--- src/rtl/mdio_pkg.sv ---
// Shared definitions for the MDIO (clause 22) management responder:
// FSM encoding, frame constants and field widths.
package mdio_pkg;

  typedef enum logic [2:0] {
    S_IDLE,
    S_START,
    S_OP,
    S_PHYAD,
    S_REGAD,
    S_TA,
    S_WDATA,
    S_RDATA
  } state_t;

  localparam logic [1:0] ST    = 2'b01;
  localparam logic [1:0] OP_WR = 2'b01;
  localparam logic [1:0] OP_RD = 2'b10;

  localparam int PHYAD_W = 5;
  localparam int REGAD_W = 5;
  localparam int DATA_W  = 16;

endpackage

--- src/rtl/mdio_sync.sv ---
// Brings mdc and mdio into the clk domain through 2-flop synchronizers and
// flags each rising edge of the synchronized mdc as a single-clk bit event.
module mdio_sync (
  input  logic clk,
  input  logic reset,
  input  logic mdc_i,
  input  logic mdio_i,
  output logic mdc_rise_o,
  output logic mdio_o
);

  // mdc_q[2] is edge-detect history behind the two synchronizer stages.
  logic [2:0] mdc_q;
  logic [1:0] mdio_q;

  always_ff @(posedge clk or negedge reset) begin
    if (!reset) begin
      mdc_q  <= '0;
      mdio_q <= '0;
    end else begin
      mdc_q  <= {mdc_q[1:0], mdc_i};
      mdio_q <= {mdio_q[0], mdio_i};
    end
  end

  assign mdc_rise_o = mdc_q[1] & ~mdc_q[2];
  assign mdio_o     = mdio_q[1];

endmodule

--- src/rtl/mdio_responder.sv ---
// MDIO responder: decodes clause-22 frames addressed to PHY_ADDR, issues
// register read/write strobes and serializes read data back onto the line.
module mdio_responder
  import mdio_pkg::*;
#(
  parameter logic [4:0] PHY_ADDR = 5'd1,
  parameter int         PRE_MIN  = 32
) (
  input  logic        clk,
  input  logic        reset,
  input  logic        mdc,
  input  logic        mdio_in,
  output logic        mdio_out,
  output logic        mdio_oe,
  output logic [4:0]  addr,
  output logic [15:0] wr_data,
  output logic        wr_stb,
  output logic        rd_stb,
  input  logic [15:0] rd_data,
  output logic        frame_err
);

  localparam int               PRE_W   = $clog2(PRE_MIN + 1);
  localparam logic [PRE_W-1:0] PRE_SAT = PRE_W'(PRE_MIN);

  logic bit_ev;
  logic bit_in;

  mdio_sync u_sync (
    .clk        (clk),
    .reset      (reset),
    .mdc_i      (mdc),
    .mdio_i     (mdio_in),
    .mdc_rise_o (bit_ev),
    .mdio_o     (bit_in)
  );

  state_t           state_q, state_d;
  logic [3:0]       cnt_q, cnt_d;
  logic [PRE_W-1:0] pre_q, pre_d;
  logic [14:0]      rx_q, rx_d;
  logic [15:0]      tx_q, tx_d;
  logic             is_rd_q, is_rd_d;
  logic [4:0]       addr_q, addr_d;
  logic [15:0]      wr_data_q, wr_data_d;
  logic             wr_stb_q, wr_stb_d;
  logic             rd_stb_q, rd_stb_d;
  logic             rd_cap_q, rd_cap_d;
  logic             err_q, err_d;
  logic             oe_q, oe_d;
  logic             out_q, out_d;

  always_ff @(posedge clk or negedge reset) begin
    if (!reset) begin
      state_q   <= S_IDLE;
      cnt_q     <= '0;
      pre_q     <= '0;
      rx_q      <= '0;
      tx_q      <= '0;
      is_rd_q   <= 1'b0;
      addr_q    <= '0;
      wr_data_q <= '0;
      wr_stb_q  <= 1'b0;
      rd_stb_q  <= 1'b0;
      rd_cap_q  <= 1'b0;
      err_q     <= 1'b0;
      oe_q      <= 1'b0;
      out_q     <= 1'b0;
    end else begin
      state_q   <= state_d;
      cnt_q     <= cnt_d;
      pre_q     <= pre_d;
      rx_q      <= rx_d;
      tx_q      <= tx_d;
      is_rd_q   <= is_rd_d;
      addr_q    <= addr_d;
      wr_data_q <= wr_data_d;
      wr_stb_q  <= wr_stb_d;
      rd_stb_q  <= rd_stb_d;
      rd_cap_q  <= rd_cap_d;
      err_q     <= err_d;
      oe_q      <= oe_d;
      out_q     <= out_d;
    end
  end

  always_comb begin
    state_d   = state_q;
    cnt_d     = cnt_q;
    pre_d     = pre_q;
    rx_d      = rx_q;
    tx_d      = tx_q;
    is_rd_d   = is_rd_q;
    addr_d    = addr_q;
    wr_data_d = wr_data_q;
    wr_stb_d  = 1'b0;
    rd_stb_d  = 1'b0;
    rd_cap_d  = rd_stb_q;
    err_d     = 1'b0;
    oe_d      = oe_q;
    out_d     = out_q;

    // The register file answers one clk after rd_stb; mdc is far slower,
    // so this capture always lands well before the first TA bit event.
    if (rd_cap_q) begin
      tx_d = rd_data;
    end

    if (bit_ev) begin
      rx_d  = {rx_q[13:0], bit_in};
      cnt_d = cnt_q + 4'd1;
      unique case (state_q)
        S_IDLE: begin
          cnt_d = '0;
          if (bit_in) begin
            if (pre_q < PRE_SAT) pre_d = pre_q + PRE_W'(1);
          end else begin
            if (pre_q >= PRE_SAT) state_d = S_START;
            pre_d = '0;
          end
        end
        S_START: begin
          cnt_d = '0;
          if (bit_in == ST[0]) begin
            state_d = S_OP;
          end else begin
            err_d   = 1'b1;
            state_d = S_IDLE;
          end
        end
        S_OP: begin
          if (cnt_q == 4'd1) begin
            cnt_d = '0;
            if ({rx_q[0], bit_in} == OP_WR) begin
              is_rd_d = 1'b0;
              state_d = S_PHYAD;
            end else if ({rx_q[0], bit_in} == OP_RD) begin
              is_rd_d = 1'b1;
              state_d = S_PHYAD;
            end else begin
              err_d   = 1'b1;
              state_d = S_IDLE;
            end
          end
        end
        S_PHYAD: begin
          if (cnt_q == 4'(PHYAD_W - 1)) begin
            cnt_d   = '0;
            state_d = ({rx_q[3:0], bit_in} == PHY_ADDR) ? S_REGAD : S_IDLE;
          end
        end
        S_REGAD: begin
          addr_d = {addr_q[3:0], bit_in};
          if (cnt_q == 4'(REGAD_W - 1)) begin
            cnt_d    = '0;
            rd_stb_d = is_rd_q;
            state_d  = S_TA;
          end
        end
        S_TA: begin
          if (cnt_q == 4'd0) begin
            // Initiator releases the line during TA bit 1; we take it for bit 2.
            if (is_rd_q) begin
              oe_d  = 1'b1;
              out_d = 1'b0;
            end
          end else begin
            cnt_d = '0;
            if (is_rd_q) begin
              out_d   = tx_q[15];
              tx_d    = {tx_q[14:0], 1'b0};
              state_d = S_RDATA;
            end else begin
              state_d = S_WDATA;
            end
          end
        end
        S_WDATA: begin
          if (cnt_q == 4'(DATA_W - 1)) begin
            cnt_d     = '0;
            wr_data_d = {rx_q, bit_in};
            wr_stb_d  = 1'b1;
            state_d   = S_IDLE;
          end
        end
        S_RDATA: begin
          if (cnt_q == 4'(DATA_W - 1)) begin
            cnt_d   = '0;
            oe_d    = 1'b0;
            out_d   = 1'b0;
            state_d = S_IDLE;
          end else begin
            out_d = tx_q[15];
            tx_d  = {tx_q[14:0], 1'b0};
          end
        end
        default: begin
          state_d = S_IDLE;
        end
      endcase
    end
  end

  assign mdio_out  = out_q;
  assign mdio_oe   = oe_q;
  assign addr      = addr_q;
  assign wr_data   = wr_data_q;
  assign wr_stb    = wr_stb_q;
  assign rd_stb    = rd_stb_q;
  assign frame_err = err_q;

endmodule

--- config.mk ---
export PLATFORM = sky130hd
export DESIGN_NAME = mdio_responder
export DESIGN_NICKNAME = d
export VERILOG_FILES = /design/src/rtl/mdio_pkg.sv /design/src/rtl/mdio_sync.sv /design/src/rtl/mdio_responder.sv
export SDC_FILE = /design/constraint.sdc
export NUM_CORES = 1
export LEC_CHECK = 0
export ABC_AREA = 1
export BUFFER_PORTS_ARGS = -buffer_cell sky130_fd_sc_hd__buf_2
export CAP_MARGIN = 20
export CORE_ASPECT_RATIO = 1.1
export CORE_UTILIZATION = 36
export CTS_CLUSTER_SIZE = 30
export DETAILED_ROUTE_END_ITERATION = 6
export PLACE_DENSITY = 0.56
export SYNTH_ARGS = -nofsm -noshare
export SYNTH_HDL_FRONTEND = slang
export SYNTH_HIERARCHICAL = 1
export SYNTH_SLANG_ARGS = --single-unit
--- constraint.sdc ---
create_clock -name clk -period 1.96 [get_ports clk]
set_clock_uncertainty 0.15 [all_clocks]
set_input_delay 0.392 -clock clk [delete_from_list [all_inputs] [get_ports clk]]
set_output_delay 0.392 -clock clk [all_outputs]
set_load 0.01 [all_outputs]
[Word-level counts from Yosys, hierarchy flattened]
Index checks and enable logic that the tools add are counted.
Storage, ports and cells
  flip-flop bits (word level): 77
  input port bits: 20
Operators by class
  $add $sub $neg: 2
  magnitude comparators: 2
  equality and inequality tests: 24
  mux-type cells: 49
  bitwise gates (word level): 2
  reductions and logical operators: 14
Operators with widths (number)
  $mux W16: 5
  $pmux W16 S2: 1
  $mux W3: 8
  $mux W1: 21
  $pmux W3 S7: 1
  $ne A2 B2 Y1 const B: 10
  $pmux W4 S5: 1
  $mux W4: 4
  $eq A3 B3 Y1 const B: 4
  $mux W6: 2
  $reduce_and A3 Y1: 3
  $reduce_and A8 Y1: 1
  $add A6 B1 Y6 const B: 1
  $eq A3 B2 Y1 const B: 2
  $ge A6 B6 Y1 const B: 1
  $lt A6 B6 Y1 const B: 1
  $mux W2: 3
  $pmux W1 S2: 3
  $reduce_or A2 Y1: 3
  $eq A5 B1 Y1 const B: 1
  $reduce_and A5 Y1: 1
  $add A4 B1 Y4 const B: 1
  $eq A4 B1 Y1 const B: 1
  $eq A4 B3 Y1 const B: 1
  other kinds (12): 13

[Logic depth before layout (Yosys ltp)]
  depth in word-level cells: 6
  mapped depth: 11

[By module]
The synthesis kept the hierarchy.
Modules (own cells, without submodules)
  mdio_responder: times used 1, cells an instance 436, area an instance 3487.1 um^2, seq. area each 1801.7 um^2
  mdio_sync: times used 1, cells an instance 7, area an instance 135.1 um^2, seq. area each 125.1 um^2

[Worst setup path after synthesis]
No wires, ideal clock.
  path type: reg2reg
  from: register u_sync.mdc_q[2]
  to: register tx_q[10]
  arrival: 1.346 ns
  setup slack: 0.347 ns
  cell stages (with the launch flop): 11
  buffers on the path: 2
  path through: dfrtp_1 > nor2_2 > buf_2 > inv_2 > nor2_8 > inv_2 > nor2_4 > nand2_4 > buf_6 > nand2_1 > nand2_1
On the way
  word-level cells in the longest chain between the ends: 3
RTL lines
  from (decl): RTL line mdio_sync.sv:13  | logic [2:0] mdc_q;
  from (signal assigned): RTL line mdio_sync.sv:21  | mdc_q <= {mdc_q[1:0], mdc_i};
  $not A1 Y1: RTL line mdio_sync.sv:26  | assign mdc_rise_o = mdc_q[1] & ~mdc_q[2];
  $and A1 B1 Y1: RTL line mdio_sync.sv:26
  net bit_ev: RTL line mdio_responder.sv:26  | logic bit_ev;
  $mux W16: RTL line mdio_responder.sv:109  | if (bit_ev) begin
  net tx_d[10]: RTL line mdio_responder.sv:42  | logic [15:0] tx_q, tx_d;
  to (signal assigned): RTL line mdio_responder.sv:74  | tx_q <= tx_d;
  to (decl): RTL line mdio_responder.sv:42
The timed path passes the listed nets, and every way through them passes these cells.
A chain may end at the register's enable or synchronous reset.

[Worst setup path in the final report]
  from: register cnt_q[0]
  to: register state_q[1]
On the way
  word-level cells in the longest chain between the ends: 3
  elaborated cells on any way between the ends: 10
  those cells by class: eq/ne (8); reduce/logical (2)
RTL lines
  from (decl): RTL line mdio_responder.sv:39  | logic [3:0] cnt_q, cnt_d;
  from (signal assigned): RTL line mdio_responder.sv:71  | cnt_q <= cnt_d;
  $eq A4 B3 Y1, or another cell as far along: RTL line mdio_responder.sv:147, mdio_responder.sv:154
  $ne A2 B2 Y1 (no line) or $ne A2 B1 Y1 (tied branches)
  $reduce_and A8 Y1 (no line) (*)
  to (signal assigned): RTL line mdio_responder.sv:70  | state_q <= state_d;
  to (decl): RTL line mdio_responder.sv:38  | state_t state_q, state_d;
Every way passes the cells marked *; elsewhere a longest branch is shown, timed or not.

==> reports/metrics.cfg <==
[global_routing]
grt.overflow.total=0
grt_pass1_wl_mm=13.3
grt_pass1_vias=2783
antenna_found_initial=0
grt_use_total_pct=16.4
grt_max_degree=40

[critical_path]
worstSetupPathType=reg2reg
max_stage_delay_ns=0.43
cp-end-kind=flop
worstRegToRegCells=9
path_common_cell=nand2_1
worst-path-buf-inv=1
cp_top_family=simple AND/OR/NAND/NOR gates
path_max_fanout=6
cp.depth=9
worstPathCellList=inv_1 > ha_1 > nand3_1 > nand2_1 > nand2_1 > nor2_2 > nand2_1 > nand2_1 > nand2_1
crit_required_ns=2.06
slowest_stage=dfrtp_1
worstPathArrival_ns=1.91
critPathLaunchType=flop

[sta]
tightest_slew_ns=0.467
period_needed_ns=1.81
finalHoldViolations=0
timing.fmax_ghz=0.552
slew_headroom_pct=68.9
worst_hold_slack_ns=0.188
setup_tns_ns=0
finalSetupViolCount=0
drv_slew=0
period_share_pct=92.4

[floorplan]
dieArea_mm2=0.0105
num_io_pins=46
die_y_um=107
die_w_um=97.6
core_region_area_mm2=0.00984
start_util_pct=36.8
placementRows=38

[cells_and_area]
fillers=1023
final_common_cell=nand2_1
areaGrowthSynthToFinish_pct=16.8
num-nets-final=520
fin_util_pct=43.0
drive_gt1_share_pct=17.5
final_cell_mix=174 x nand2_1, 77 x dfrtp_1, 44 x buf_2
multi_input_area_mm2=0.00146
diodes=0
ff_latch_area_mm2=0.00193
stdcell_area_mm2=0.00423

[routing]
wire_per_inst_um=12.9
drc=10
ant_nets=0
vias_per_cell=4.78
wl_met2_mm=3.68
dr_wl_met3_um=270
wl_met1_mm=3.87
dr.pass1.iters=6
drtIter0Drc=168
wl_mm=7.95
top_layer=met4
vias=2954

[clock_network]
clock-sinks=77
clk_path_buf_depth=2
clk_pin_slew_ns=0.08
cts_max_level=3
numCtsBuffers=9
cts_tree=done
cts-root-buf=clkbuf_8
insertion_delay_ns=0.35

[min_path]
min_path_type=in2reg
hold_depth=5

[placement]
place.gp.congestion=0.815
place_hpwl_mm=5.34
port_buffers=45
place_area_mm2=0.00398

[run]
drv_cap=0

[synth]
ys_ff_latch=77
synth_compound_area_share_pct=7.43
synth.area.mux_share_pct=0.276
syn_nets=470
synth_top_family_by_area=simple AND/OR/NAND/NOR gates
synth_cell_types=28
syn_avg_cell_area_um2=8.18
ys_seq_area_share_pct=53.2
synth_area_mm2=0.00362
synthAdderAreaFrac_pct=2.42
yosys.area_share.simple_pct=29.2
yosys_warnings=6
synth_xor_area_share_pct=0.242
syn_inst=443

[power]
p_leak_uw=0.00218
p_per_area_mw_per_mm2=737
vdd_drop_max_mv=0.422
finalPower_uw=3120

[run_status]
violations=DRC
outcome=finished with violations

-- stage by stage --
| stage | std cells | worst slack [ns] |
|---|---|---|
| after global placement | 598 | 0.169 |
| after CTS | 617 | 0.0724 |
| after detailed placement | 598 | 0.0804 |
| after global routing | 618 | -0.00190 |
| after floorplan | 443 | 0.347 |
| final | 618 | 0.149 |
-- registers in the layout, indices dropped and copies added (netlist names), 3 cells and up --
| signal | count |
|---|---|
| addr | 5 |
| cnt_q | 4 |
| pre_q | 6 |
| rx_q | 15 |
| state_q | 3 |
| tx_q | 16 |
| u_sync/mdc_q | 3 |
| wr_data | 16 |
-- power breakdown --
group          leakage, uW  switching [uW]  total [uW]  internal (uW)
clock            0.0000959             596        1220            626
combinational      0.00111             126         193           66.3
sequential        0.000975            42.3        1700           1660
-- metal layers --
layer  up-vias  track usage (%)
li1       1500                -
met1      1397             21.3
met2        48             26.4
met3         9             3.39
met4         0             7.14
met5         -                0
-- tightest hold or removal path, delay by kind of cell --
kind / cells / cell delay, ns
buffers and inverters: 1 / 0.07
and+or+nand+nor: 4 / 0.19
-- worst paths after layout --
check | from | endpoint | slack, ns
min in group asynchronous | reset | tx_q[12] | 0.32
worst min register to register | u_sync/mdc_q[0] | u_sync/mdc_q[1] | 0.21
worst min-delay path | rd_data[6] | tx_q[6] | 0.19
worst max-delay path | cnt_q[0] | state_q[1] | 0.15
worst max register to register | cnt_q[0] | state_q[1] | 0.15
max in group asynchronous | reset | cnt_q[0] | 0.79
-- cell usage after synthesis --
cell type,n,area (um^2)
a21oi_1,5,25.0
a31oi_1,2,12.5
buf_1,1,3.75
buf_2,6,30.0
buf_4,4,30.0
buf_6,1,11.3
clkbuf_1,6,22.5
dfrtp_1,77,1930
ha_1,7,87.6
inv_1,38,143
inv_2,6,22.5
mux2i_1,1,10.0
nand2_1,174,653
nand2_2,2,12.5
nand2_4,1,11.3
nand3_1,35,175
nand3_2,1,10.0
nand3b_1,1,7.51
nand4_1,7,43.8
nand4_4,1,21.3
nor2_1,14,52.6
nor2_2,2,12.5
nor2_4,2,22.5
nor2_8,1,20.0
nor3_1,3,15.0
o21ai_0,43,215
o21ai_4,1,16.3
xor2_1,1,8.76
-- kinds of logic after synthesis --
logic type | count (synthesis)
AND/OR/NAND/NOR | 244
flip-flops | 77
buffers and inverters | 62
AO/OA/AOI/OAI | 51
adder cells (fa/ha/maj) | 7
XOR/XNOR | 1
multiplexers | 1
-- repair_timing --
action | in CTS | in global routing
setup buffers | 0 | 0
endpoints found under the hold margin | 22 | 0
resized for setup | 0 | 3
hold buffers | 3 | 0
endpoints found under the setup margin | 0 | 19
-- area by class of cell --
cell class                 count  share of cell area, %
clock buffer                  11                   3.34
multi-input combinational    305                   34.4
timing repair buffer          56                   7.81
sequential                    77                   45.6
tap                          120                   3.55
clock inverter                 5                   1.39
inverter                      44                   3.91
No activity file was read; power rests on OpenSTA's default activity.
